### config.mk
export PLATFORM = sky130hd
export DESIGN_NAME = divider_seq
export DESIGN_NICKNAME = d
export VERILOG_FILES = /design/src/rtl/div_pkg.sv /design/src/rtl/div_step.sv /design/src/rtl/divider_seq.sv
export SDC_FILE = /design/constraint.sdc
export NUM_CORES = 1
export LEC_CHECK = 0
export ABC_AREA = 1
export ABC_CLOCK_PERIOD_IN_PS = 2700
export BUFFER_PORTS_ARGS = -buffer_cell sky130_fd_sc_hd__buf_2
export CAP_MARGIN = 20
export CORE_MARGIN = 10
export CORE_UTILIZATION = 45
export CTS_CLUSTER_DIAMETER = 40
export DETAILED_ROUTE_END_ITERATION = 8
export GPL_ROUTABILITY_DRIVEN = 1
export MAX_ROUTING_LAYER = met4
export PLACE_DENSITY_LB_ADDON = 0.1
export SLEW_MARGIN = 0
export SYNTH_ARGS = -nofsm -noshare
export SYNTH_HDL_FRONTEND = slang
export SYNTH_SLANG_ARGS = --single-unit
### constraint.sdc
create_clock -name clk -period 2.7 [get_ports clk]
set_input_delay 0.27 -clock clk [delete_from_list [all_inputs] [get_ports clk]]
set_output_delay 0.27 -clock clk [all_outputs]
set_load 0.01 [all_outputs]
### src/rtl/div_pkg.sv
// -----------------------------------------------------------------------------
// div_pkg: shared types and constants for the sequential divider.
//   div_state_t  : controller states (IDLE, CALC, FIXUP, DONE)
//   DIV_WIDTH    : default operand width
//   DIV_LATENCY  : cycles from the accepting edge of start to the done cycle,
//                  counting the accepting edge itself. It depends on the
//                  optional signed build (macro SIGNED_DIV_EN), which adds
//                  one FIXUP cycle.
// -----------------------------------------------------------------------------
package div_pkg;

  typedef enum logic [1:0] {
    IDLE  = 2'd0,
    CALC  = 2'd1,
    FIXUP = 2'd2,
    DONE  = 2'd3
  } div_state_t;

  localparam int DIV_WIDTH = 32;

`ifdef SIGNED_DIV_EN
  localparam int DIV_LATENCY = DIV_WIDTH + 2;
`else
  localparam int DIV_LATENCY = DIV_WIDTH + 1;
`endif

endpackage

### src/rtl/div_step.sv
// -----------------------------------------------------------------------------
// div_step: one combinational restoring shift-subtract step.
// Ports:
//   rem         in   WIDTH  current partial remainder
//   quo         in   WIDTH  dividend bits still to consume (MSB first), with
//                           quotient bits accumulating from the LSB end
//   divisor_mag in   WIDTH  divisor magnitude
//   rem_next    out  WIDTH  partial remainder after this step
//   quo_next    out  WIDTH  quo shifted left with the new quotient bit
// -----------------------------------------------------------------------------
module div_step #(
  parameter int WIDTH = 32
) (
  input  logic [WIDTH-1:0] rem,
  input  logic [WIDTH-1:0] quo,
  input  logic [WIDTH-1:0] divisor_mag,
  output logic [WIDTH-1:0] rem_next,
  output logic [WIDTH-1:0] quo_next
);

  // The partial remainder is always below the divisor, so before the final
  // step its top bit is zero; keeping it in the shifted value anyway gives a
  // borrow test that stays correct without relying on that property.
  logic [WIDTH:0]   shifted;
  logic [WIDTH+1:0] trial;
  logic             borrow;

  assign shifted  = {rem, quo[WIDTH-1]};
  assign trial    = {1'b0, shifted} - {2'b00, divisor_mag};
  assign borrow   = trial[WIDTH+1];

  // No borrow: the divisor fits, keep the difference and shift in a 1.
  assign rem_next = borrow ? shifted[WIDTH-1:0] : trial[WIDTH-1:0];
  assign quo_next = {quo[WIDTH-2:0], ~borrow};

endmodule

### src/rtl/divider_seq.sv
// -----------------------------------------------------------------------------
// divider_seq: multi-cycle integer divider, one quotient bit per cycle using
// restoring shift-subtract. Result is packed {remainder, quotient} so a HiLo
// register loads Hi = remainder, Lo = quotient.
//
// Optional build macro SIGNED_DIV_EN: honours is_signed (operands converted to
// magnitudes on capture, signs applied in an extra FIXUP cycle). Without it
// the divider is unsigned only and the last CALC edge writes the result.
//
// Ports:
//   clk          in   1        rising-edge clock
//   reset        in   1        synchronous active-high; abandons any operation
//   start        in   1        request, sampled only in IDLE or DONE
//   dividend     in   WIDTH    numerator, captured on accepted start
//   divisor      in   WIDTH    denominator, captured on accepted start
//   is_signed    in   1        DIV (1) / DIVU (0); used only in signed build
//   busy         out  1        high from the cycle after an accepted start
//                              until done
//   done         out  1        one-cycle pulse, div_ans valid from here on
//   div_ans      out  2*WIDTH  {remainder, quotient}, held until next result
//   div_by_zero  out  1        captured divisor was zero, held with div_ans
// -----------------------------------------------------------------------------
module divider_seq
  import div_pkg::*;
#(
  parameter int WIDTH = DIV_WIDTH
) (
  input  logic               clk,
  input  logic               reset,
  input  logic               start,
  input  logic [WIDTH-1:0]   dividend,
  input  logic [WIDTH-1:0]   divisor,
  input  logic               is_signed,
  output logic               busy,
  output logic               done,
  output logic [2*WIDTH-1:0] div_ans,
  output logic               div_by_zero
);

  localparam int CW = (WIDTH > 1) ? $clog2(WIDTH) : 1;

  div_state_t       state_reg;
  logic [CW-1:0]    count_reg;
  logic [WIDTH-1:0] rem_reg;
  logic [WIDTH-1:0] quo_reg;
  logic [WIDTH-1:0] divisor_mag_reg;
  logic             dz_reg;

  logic [WIDTH-1:0] rem_next;
  logic [WIDTH-1:0] quo_next;
  logic [WIDTH-1:0] dividend_mag;
  logic [WIDTH-1:0] divisor_mag;

`ifdef SIGNED_DIV_EN
  logic neg_dividend;
  logic neg_divisor;
  logic neg_quo_reg;
  logic neg_rem_reg;

  assign neg_dividend = is_signed & dividend[WIDTH-1];
  assign neg_divisor  = is_signed & divisor[WIDTH-1];
  // 0x80..0 negates to itself, which is exactly its unsigned magnitude.
  assign dividend_mag = neg_dividend ? -dividend : dividend;
  assign divisor_mag  = neg_divisor  ? -divisor  : divisor;
`else
  logic unused_is_signed;

  assign unused_is_signed = is_signed;
  assign dividend_mag     = dividend;
  assign divisor_mag      = divisor;
`endif

  div_step #(
    .WIDTH(WIDTH)
  ) u_step (
    .rem         (rem_reg),
    .quo         (quo_reg),
    .divisor_mag (divisor_mag_reg),
    .rem_next    (rem_next),
    .quo_next    (quo_next)
  );

  always_ff @(posedge clk) begin
    if (reset) begin
      state_reg       <= IDLE;
      count_reg       <= '0;
      rem_reg         <= '0;
      quo_reg         <= '0;
      divisor_mag_reg <= '0;
      dz_reg          <= 1'b0;
`ifdef SIGNED_DIV_EN
      neg_quo_reg     <= 1'b0;
      neg_rem_reg     <= 1'b0;
`endif
      busy            <= 1'b0;
      done            <= 1'b0;
      div_ans         <= '0;
      div_by_zero     <= 1'b0;
    end else begin
      done <= 1'b0;
      case (state_reg)
        IDLE, DONE: begin
          if (start) begin
            rem_reg         <= '0;
            quo_reg         <= dividend_mag;
            divisor_mag_reg <= divisor_mag;
            dz_reg          <= (divisor == '0);
`ifdef SIGNED_DIV_EN
            neg_quo_reg     <= neg_dividend ^ neg_divisor;
            neg_rem_reg     <= neg_dividend;
`endif
            count_reg       <= CW'(WIDTH - 1);
            busy            <= 1'b1;
            state_reg       <= CALC;
          end else begin
            state_reg <= IDLE;
          end
        end

        CALC: begin
          rem_reg   <= rem_next;
          quo_reg   <= quo_next;
          count_reg <= count_reg - 1'b1;
          if (count_reg == '0) begin
`ifdef SIGNED_DIV_EN
            state_reg   <= FIXUP;
`else
            // Unsigned build: the final step's outputs are the result.
            div_ans     <= {rem_next, quo_next};
            div_by_zero <= dz_reg;
            done        <= 1'b1;
            busy        <= 1'b0;
            state_reg   <= DONE;
`endif
          end
        end

`ifdef SIGNED_DIV_EN
        FIXUP: begin
          // Quotient sign is the xor of operand signs; remainder follows the
          // dividend. This also yields 0x80..0 / -1 = 0x80..0 remainder 0.
          div_ans     <= {(neg_rem_reg ? -rem_reg : rem_reg),
                          (neg_quo_reg ? -quo_reg : quo_reg)};
          div_by_zero <= dz_reg;
          done        <= 1'b1;
          busy        <= 1'b0;
          state_reg   <= DONE;
        end
`endif

        default: begin
          busy      <= 1'b0;
          state_reg <= IDLE;
        end
      endcase
    end
  end

endmodule

# == Word level (Yosys, flattened, before mapping) ==
# Index checks and enable logic that the tools add are counted.
# totals
ff_bits,171
out_inout_bits,67
# op_classes
add_sub_neg,2
eq_ne,4
mux,14
bitwise,2
reduce_logical,10
# ops
operator,n
$pmux W32 S2,2
$mux W32,3
$sub A33 B32 Y34,1
$logic_not A32 Y1,1
$pmux W5 S2,1
$reduce_and A2 Y1,4
$logic_not A5 Y1,1
$mux W5,1
$sub A5 B1 Y5 const B,1
$mux W1,4
$ne A2 B2 Y1 const B,2
$pmux W2 S2,1
$reduce_or A2 Y1,2
$eq A2 B1 Y1 const B,1
$eq A2 B2 Y1 const B,1
$logic_not A2 Y1,1
$mux W2,1
$not A1 Y1,2
$pmux W1 S2,1
$reduce_bool A2 Y1,1

# == Longest topological paths before layout ==
# Gate-level depths: netlist (run 1).
# depth
word_depth,4
depth_mapped,18

# == Modules after synthesis ==
# From an unflattened synthesis (run 1), not the netlist that was laid out.
# unflattened
hier_cells,1498
hier_area_um2,9848.2
# modules_own_cells
mod,n_inst,cells_each,area_per_inst_um2
divider_seq,1,828,6490.0
div_step,1,670,3358.2

# == Worst setup path before layout (run 1) ==
# Ideal clock, no wire load.
# synth_path
path_kind,register to register
from,register quo_reg[31]
to,register rem_reg[28]
arrival_time_ps,1947
t_required_ps,2629
slack_ps,683
path_stages_with_launch,18
n_path_buf,0
synth_period_minus_slack_ps,2017
cell_sequence,dfxtp_1 > inv_1 > ha_1 > inv_1 > fa_1 > nand3_1 > nand3_1 > nand2_1 > nand2_1 > nand2_1 > nand2_1 > nand2_1 > nand2_1 > nand2_1 > nand3_2 > nand2_2 > nand2_2 > a21oi_2
# synth_between
elab_chain_cells,3
# synth_rtl
element,line,source
start: declaration,divider_seq.sv:45,logic [WIDTH-1:0] quo_reg;
start signal: assignment,divider_seq.sv:105,quo_reg <= dividend_mag;
start signal: assignment,divider_seq.sv:122,quo_reg <= quo_next;
$sub A33 B32 Y34,div_step.sv:29,"assign trial = {1'b0, shifted} - {2'b00, divisor_mag};"
$mux W32,div_step.sv:33,assign rem_next = borrow ? shifted[WIDTH-1:0] : trial[WIDTH-1:0];
$pmux W32 S2,divider_seq.sv:101,case (state_reg)
end signal: assignment,divider_seq.sv:121,rem_reg <= rem_next;
end: declaration,divider_seq.sv:44,logic [WIDTH-1:0] rem_reg;
# Every way passes these cells.
# A chain may end at the register's enable or synchronous reset.

# == Worst setup path after layout (run 1) ==
# layout_path
from,register rem_reg[18]
to,register rem_reg[24]
# layout_between
elab_chain_cells,3
# layout_rtl
element,line
$sub A33 B32 Y34,div_step.sv:29
$mux W32,div_step.sv:33
$pmux W32 S2,divider_seq.sv:101
# Every way passes these cells.

==> metrics.txt, run 1 <==
Rel. slew slack=roughly 52%; main combinational cell family by area after synthesis=simple AND/OR/NAND/NOR gates; WL/cell=approximately 15 µm; Clock Skew=~0.018 ns; Final Setup Violations=0; synth unique cells=42; DP Area=0.0106 mm²; VDD IR max=about 0.40 mV; Hold Path Class=in -> reg; Ports=between 100 and 150; Layout Nets=roughly 1600; Setup crit end kind=flip-flop; Cell Area, Synth=0.00965 mm²; cell taking the most area after synthesis=dfxtp_1; GRT overflow=0; DIE AREA=between 0.02 and 0.03 mm²; Max Root-Sink Buffers=2; filler instances=~2100; Clock Pin Slew Worst Setup and Hold Paths=0.07 ns; antenna violations before repair=0; fmax=419 MHz; fin crit share=between 80% and 90%; GRT Total Usage=20.0%; Die Wd=166 µm; depth of the CTS H-tree=4; Synth Instances=1400; crit path DAT=2.77 ns; unrepaired setup endpoints after global routing=false; Fin. Hold Viols=0; starting density of the core=between 40% and 50%; FP Rows=53; final design area excluding fillers=around 0.011 mm²; mux share of post-synthesis cell area=0%; RR Endpoint=rem_reg[24]$_SDFFE_PP0P_; DP Worst Slack=between 0.3 and 0.4 ns; synthesized area per cell=roughly 6.9 µm²; Final Util=a little over half; drt initial violations=approximately 460; DRT Pass-1 Iters=5; max-cap violations=0; WHS Endpoint=quo_reg[5]$_SDFFE_PP0P_; sequential share of the synthesized area=between 30% and 40%; worst-skew pair later-pin latency=approximately 0.44 ns; largest register by flop count=div_ans; worst hold start=dividend[5]; ys async rst share=0%; Post-synth EDFFs=0; Setup crit start kind=flip-flop; worst setup margin=between 0.3 and 0.4 ns; antenna cell count=0; share of layout cells above drive strength 1=20.4%; largest net degree at the start of global routing=130; most common cell in the netlist=nand2_1; post-route minimum period=2.39 ns; Top FF cell, synth=dfxtp_1; Pleak=5.34 nW; post-synthesis compound-gate area fraction=between 10% and 20%; fin. max-slew vios=0; number of flip-flops under the largest register name=64; Vias=between 9000 and 10000; Core Area=around 0.021 mm²; critical path fanouts, max=19; worst path required time=around 3 ns; Detail Placement HPWL=20.2 mm; worst r2r src=rem_reg[18]$_SDFFE_PP0P_; Hold Crit Depth=3; share of the synthesized area in the top cell type=35.5%; Sink Count=around 170; Post-Synth XOR/XNOR Area=under 10%; first-pass GRT wire length=approximately 45 mm; synthesized net count=roughly 1500; DIE HEIGHT=approximately 170 µm; setup tns final=0 ns; Layout area overhead=17.1%; DRT antenna net count=0; port bufs=133; Synth Area in Adders=under 10%; list of most frequent post-synthesis cells=nand2_1, inv_1, dfxtp_1, o21ai_0, a21oi_1; synth warn=0; # DRC=0; Total Power=7.97 mW; vias in the first global route=around 8700; status=finished, final reports clean; reg-to-reg setup timing slack=~0.31 ns; FF+latch count, synth=between 150 and 200; CTS tree=built; Reg2Reg Depth=15; pwr/cell area=a little over 700 mW/mm²; drt via density=~5.0; gp weighted congestion=0.932; Synth area leaders=dfxtp_1, nand2_1, inv_1; Setup CP Type=reg -> reg; Clock Root Buffer=clkbuf_16; Simple-Gate Fraction of Synth Area=31.7%; worst slew pin tran=just over 0.7 ns; Routed Wire Length=about 27 mm; CTS Buf Count=17
-- cells in the final DEF (no fill, tap or decap), drive strengths merged, types with 2 or more instances in the layout --
| cell type | n |
|---|---|
| xor2 | 6 |
| bufinv | 5 |
| and2 | 8 |
| a21o | 2 |
| clkbuf | 17 |
| inv | 185 |
| a31oi | 47 |
| xnor2 | 9 |
| o21bai | 3 |
| ha | 36 |
| nand3b | 6 |
| nor4 | 6 |
| nand2 | 477 |
| buf | 157 |
| a21oi | 93 |
| nor3 | 11 |
| dfxtp | 171 |
| clkinv | 7 |
| o21ai | 126 |
| nand4 | 8 |
| and3 | 2 |
| nor2 | 53 |
| nand3 | 83 |
-- cell type report --
| cell class | count | area [µm²] | share of cell area (%) |
|---|---|---|---|
| Multi-Input combinational cell | 981 | 5260 | 46.5 |
| Timing Repair Buffer | 157 | 912 | 8.07 |
| Sequential cell | 171 | 3420 | 30.3 |
| Inverter | 183 | 696 | 6.16 |
| Clock buffer | 17 | 425 | 3.76 |
| Clock inverter | 14 | 240 | 2.13 |
| Tap cell | 275 | 344 | 3.05 |
-- how the worst max path moves through the flow --
stage / slack, ns / cells past startpoint / start / endpoint
after detailed placement: 0.30 / 15 / rem_reg[18]$_SDFFE_PP0P_ / rem_reg[24]$_SDFFE_PP0P_
final: 0.31 / 15 / rem_reg[18]$_SDFFE_PP0P_ / rem_reg[24]$_SDFFE_PP0P_
after global placement: 0.32 / 14 / rem_reg[22]$_SDFFE_PP0P_ / div_ans[44]$_SDFFE_PP0P_
after global routing: 0.06 / 13 / divisor_mag_reg[26]$_SDFFE_PP0P_ / rem_reg[17]$_SDFFE_PP0P_
after CTS: 0.26 / 15 / divisor_mag_reg[6]$_SDFFE_PP0P_ / rem_reg[17]$_SDFFE_PP0P_
after floorplan: 0.68 / 17 / quo_reg[31]$_SDFFE_PP0P_ / rem_reg[28]$_SDFFE_PP0P_
-- power breakdown --
part | leakage [nW] | switching (mW) | internal [mW]
Combinational | 3.62 | 1.48 | 0.686
Clock | 0.324 | 1.15 | 1.67
Sequential | 1.40 | 0.158 | 2.83
Total | 5.34 | 2.79 | 5.18
-- per-stage QoR --
stage / std cells / hold slack, ns
floorplan: 1400 / 0.415
global placement: 1767 / 0.455
detailed placement: 1767 / 0.456
CTS: 1798 / 0.0720
global route: 1798 / 0.0894
finish: 1798 / 0.0901
-- routing by layer --
metal	track usage, %	vias to the layer above	part of all wire [%]
met4	5.57	0	1.7
met2	31.9	195	46
met5	-	-	0
met1	25.9	4119	49
met3	3.13	30	3.9
li1	-	4715	-
-- timing repair --
item,CTS,global route
setup endpoints to repair,0,1
hold buffers,0,0
setup buffers,0,0
resized for setup,0,1
-- cell families (layout without fill, tap and decap cells) --
| logic type | after synthesis | count (layout) |
|---|---|---|
| xor+xnor | 15 | 15 |
| flops | 171 | 171 |
| simple gates | 655 | 655 |
| fa+ha+maj | 37 | 37 |
| buf+inv | 248 | 371 |
| compound gates | 274 | 274 |
-- critical path, stage by stage (launching register included) --
cell and delay (ns):
dfxtp_1 0.37, ha_1 0.40, nand2_1 0.14, inv_1 0.05, nand2_1 0.06, nand2_1 0.07, a21oi_2 0.18, nor2_1 0.09
nor2_4 0.14, nand2_8 0.16, inv_8 0.20, buf_12 0.18, nand2_2 0.06, nand2_1 0.06, nand2_1 0.06, a21oi_2 0.11
No activity file was read; power rests on OpenSTA's default activity.
==> run 2, diff against run 1 <==
--- a/config.mk
+++ b/config.mk
@@ -19,4 +19,5 @@
 export SLEW_MARGIN = 0
 export SYNTH_ARGS = -nofsm -noshare
 export SYNTH_HDL_FRONTEND = slang
+export SYNTH_HIERARCHICAL = 1
 export SYNTH_SLANG_ARGS = --single-unit
==> run 2 against run 1 <==
Largest power group is now combinational cells. Count of clock-buffer cells in the layout is 1 higher. Clock skew is 0.0033 ns lower. Routed wire length is 7.0% higher. Critical path type unchanged.
==> metrics.txt, run 2 <==
DIE HEIGHT=roughly 170 µm; drt initial violations=about 570; DRT Pass-1 Iters=4; FF+latch count, synth=about 170; first-pass GRT wire length=roughly 47 mm; DP Worst Slack=around 0.21 ns; CTS Buf Count=17; DIE AREA=around 0.028 mm²; CP cell instances=inv_1 > ha_1 > nand2_1 > inv_1 > nand2_1 > nand2_1 > a21oi_2 > nor2_1 > nor2_4 > buf_8 > nand3_1 > nand2_1 > nand3_1 > a21oi_1; Worst Path Buf+Inv=3; Sink Count=between 150 and 200; Vias=9532; Crit path max-delay family=simple AND/OR/NAND/NOR gates; Synth area leaders=dfxtp_1, nand2_1, nand3_1; GRT overflow=0; VDD IR max=0.502 mV; Synth Instances=~1500; Setup Buffers After CTS=0; depth of the CTS H-tree=4; worst-skew pair later-pin latency=0.44 ns; post-route minimum period=around 2.5 ns; FP Rows=54; vias in the first global route=9154; port bufs=between 100 and 150; Top FF cell, synth=dfxtp_1; Core Area=0.0217 mm²; Layout Nets=about 1700; hold_ws=between 0.07 and 0.08 ns; cell taking the most area after synthesis=dfxtp_1; Fin. Hold Viols=0; synth unique cells=37; critical path fanouts, max=24; most common cell in the netlist=nand2_1; Layout area overhead=12.6%; number of flip-flops under the largest register name=between 60 and 70; Setup crit start kind=flip-flop; Ports=around 140; max incr delay on CP=0.34 ns; synthesized area per cell=between 6 and 7 µm²; Clock Skew=approximately 0.015 ns; worst path required time=about 3 ns; Final Util=51.1%; most common cell after layout, fill and taps aside=nand2_1; crit path DAT=around 2.9 ns; synthesized net count=roughly 1600; DP Area=about 0.010 mm²; fmax=just over 400 MHz; GRT Total Usage=slightly above 20%; fin crit share=a little over 90%; status=finished, final reports clean; most used cell along the critical path=nand2_1; Die Wd=between 150 and 200 µm; setup tns final=0 ns; # DRC=0; Rel. slew slack=59.7%; worst slew pin tran=0.605 ns; drt via density=~5.1; starting density of the core=a little under half; final design area excluding fillers=0.0111 mm²; Final Setup Violations=0; worst setup margin=between 0.2 and 0.25 ns; Post-synth EDFFs=0; Pleak=5.23 nW; ys async rst share=0%; WL/cell=~16 µm; max-cap violations=0; CTS tree=built; synth warn=6; Detail Placement HPWL=about 22 mm; Hold Path Class=in -> reg; sequential share of the synthesized area=a little over a third; fin. max-slew vios=0; Clock Pin Slew Worst Setup and Hold Paths=~0.08 ns; unrepaired setup endpoints after global routing=false; list of most frequent post-synthesis cells=nand2_1, dfxtp_1, inv_1, nand3_1, a21oi_1; gp weighted congestion=~0.95; Routed Wire Length=roughly 29 mm; largest net degree at the start of global routing=between 50 and 60; share of layout cells above drive strength 1=between 10 and 15%; share of the synthesized area in the top cell type=a little over a third; Setup CP Type=reg -> reg; Clock Root Buffer=clkbuf_16; largest register by flop count=div_ans; Setup crit end kind=flip-flop; CP max-delay cell=ha_1; Max Root-Sink Buffers=2; DRT antenna net count=0; Cell Area, Synth=a little under 0.01 mm²; pwr/cell area=between 800 and 900 mW/mm²; commonest cells after routing, fill and taps aside=nand2_1, dfxtp_1, inv_1; antenna violations before repair=2; Hold Buf Count CTS=0
==> run 2: through the flow <==
stage,instances,power [mW]
2_1_floorplan,1498,6.04
4_1_cts,1859,9.30
5_1_grt,1862,9.90
3_3_place_gp,1827,6.76
3_5_place_dp,1827,6.78
6_report,1863,9.26
==> run 2: path summary, 6_finish.rpt <==
| check | startpoint | to | slack (ns) | cells after the start |
|---|---|---|---|---|
| worst min-delay path | divisor[18] | divisor_mag_reg[18]$_SDFFE_PP0P_ | 0.08 | 3 |
| worst max register to register | divisor_mag_reg[24]$_SDFFE_PP0P_ | div_ans[54]$_SDFFE_PP0P_ | 0.21 | 14 |
| worst max-delay path | divisor_mag_reg[24]$_SDFFE_PP0P_ | div_ans[54]$_SDFFE_PP0P_ | 0.21 | 14 |
| worst min register to register | div_ans[3]$_SDFFE_PP0P_ | div_ans[3]$_SDFFE_PP0P_ | 0.46 | 2 |
==> run 2: kinds of logic (layout without fill, tap and decap cells) <==
logic type	Yosys count	in the layout	synth area share, %
other	0	3	0
DFF	171	171	34.8
adders and majority gates	36	36	4.65
and+or+nand+nor	742	743	32.5
buffers and inverters	285	366	13.4
AOI/OAI and AO/OA	248	248	13.2
xor gates and xnor gates	16	16	1.42
==> run 2: power by group <==
group	internal (mW)	switching [mW]	total, mW
logic	1.06	2.53	3.59
registers	2.92	0.241	3.16
clock network	1.26	1.25	2.51
==> run 2: what timing repair did <==
| action | CTS | global route |
|---|---|---|
| setup endpoints to repair | 0 | 17 |
| resized for setup | 0 | 4 |
| endpoints found under the hold margin | 0 | 0 |
==> run 2: tightest hold or removal path, stage by stage <==
cell	delay, ns
buf_2	0.07
inv_1	0.04
a21oi_1	0.10
==> run 2: per-layer routing <==
layer  vias to the layer above  part of all wire, %  track usage, %
li1                       4920                    -               -
met1                      4369                   47            26.3
met2                       223                   47            32.9
met3                        20                  5.6            4.33
met4                         0                  1.1            5.07
met5                         -                    0               -
==> run 2: layout make-up <==
cell class / instances / area (µm²)
timing repair buffer: 160 / 916
antenna: 3 / 7.51
fill: 2259 / 10600
sequential: 171 / 3420
clock buffer: 18 / 429
clock inverter: 14 / 170
multi-input combinational: 1043 / 5140
tap: 280 / 350
inverter: 174 / 653
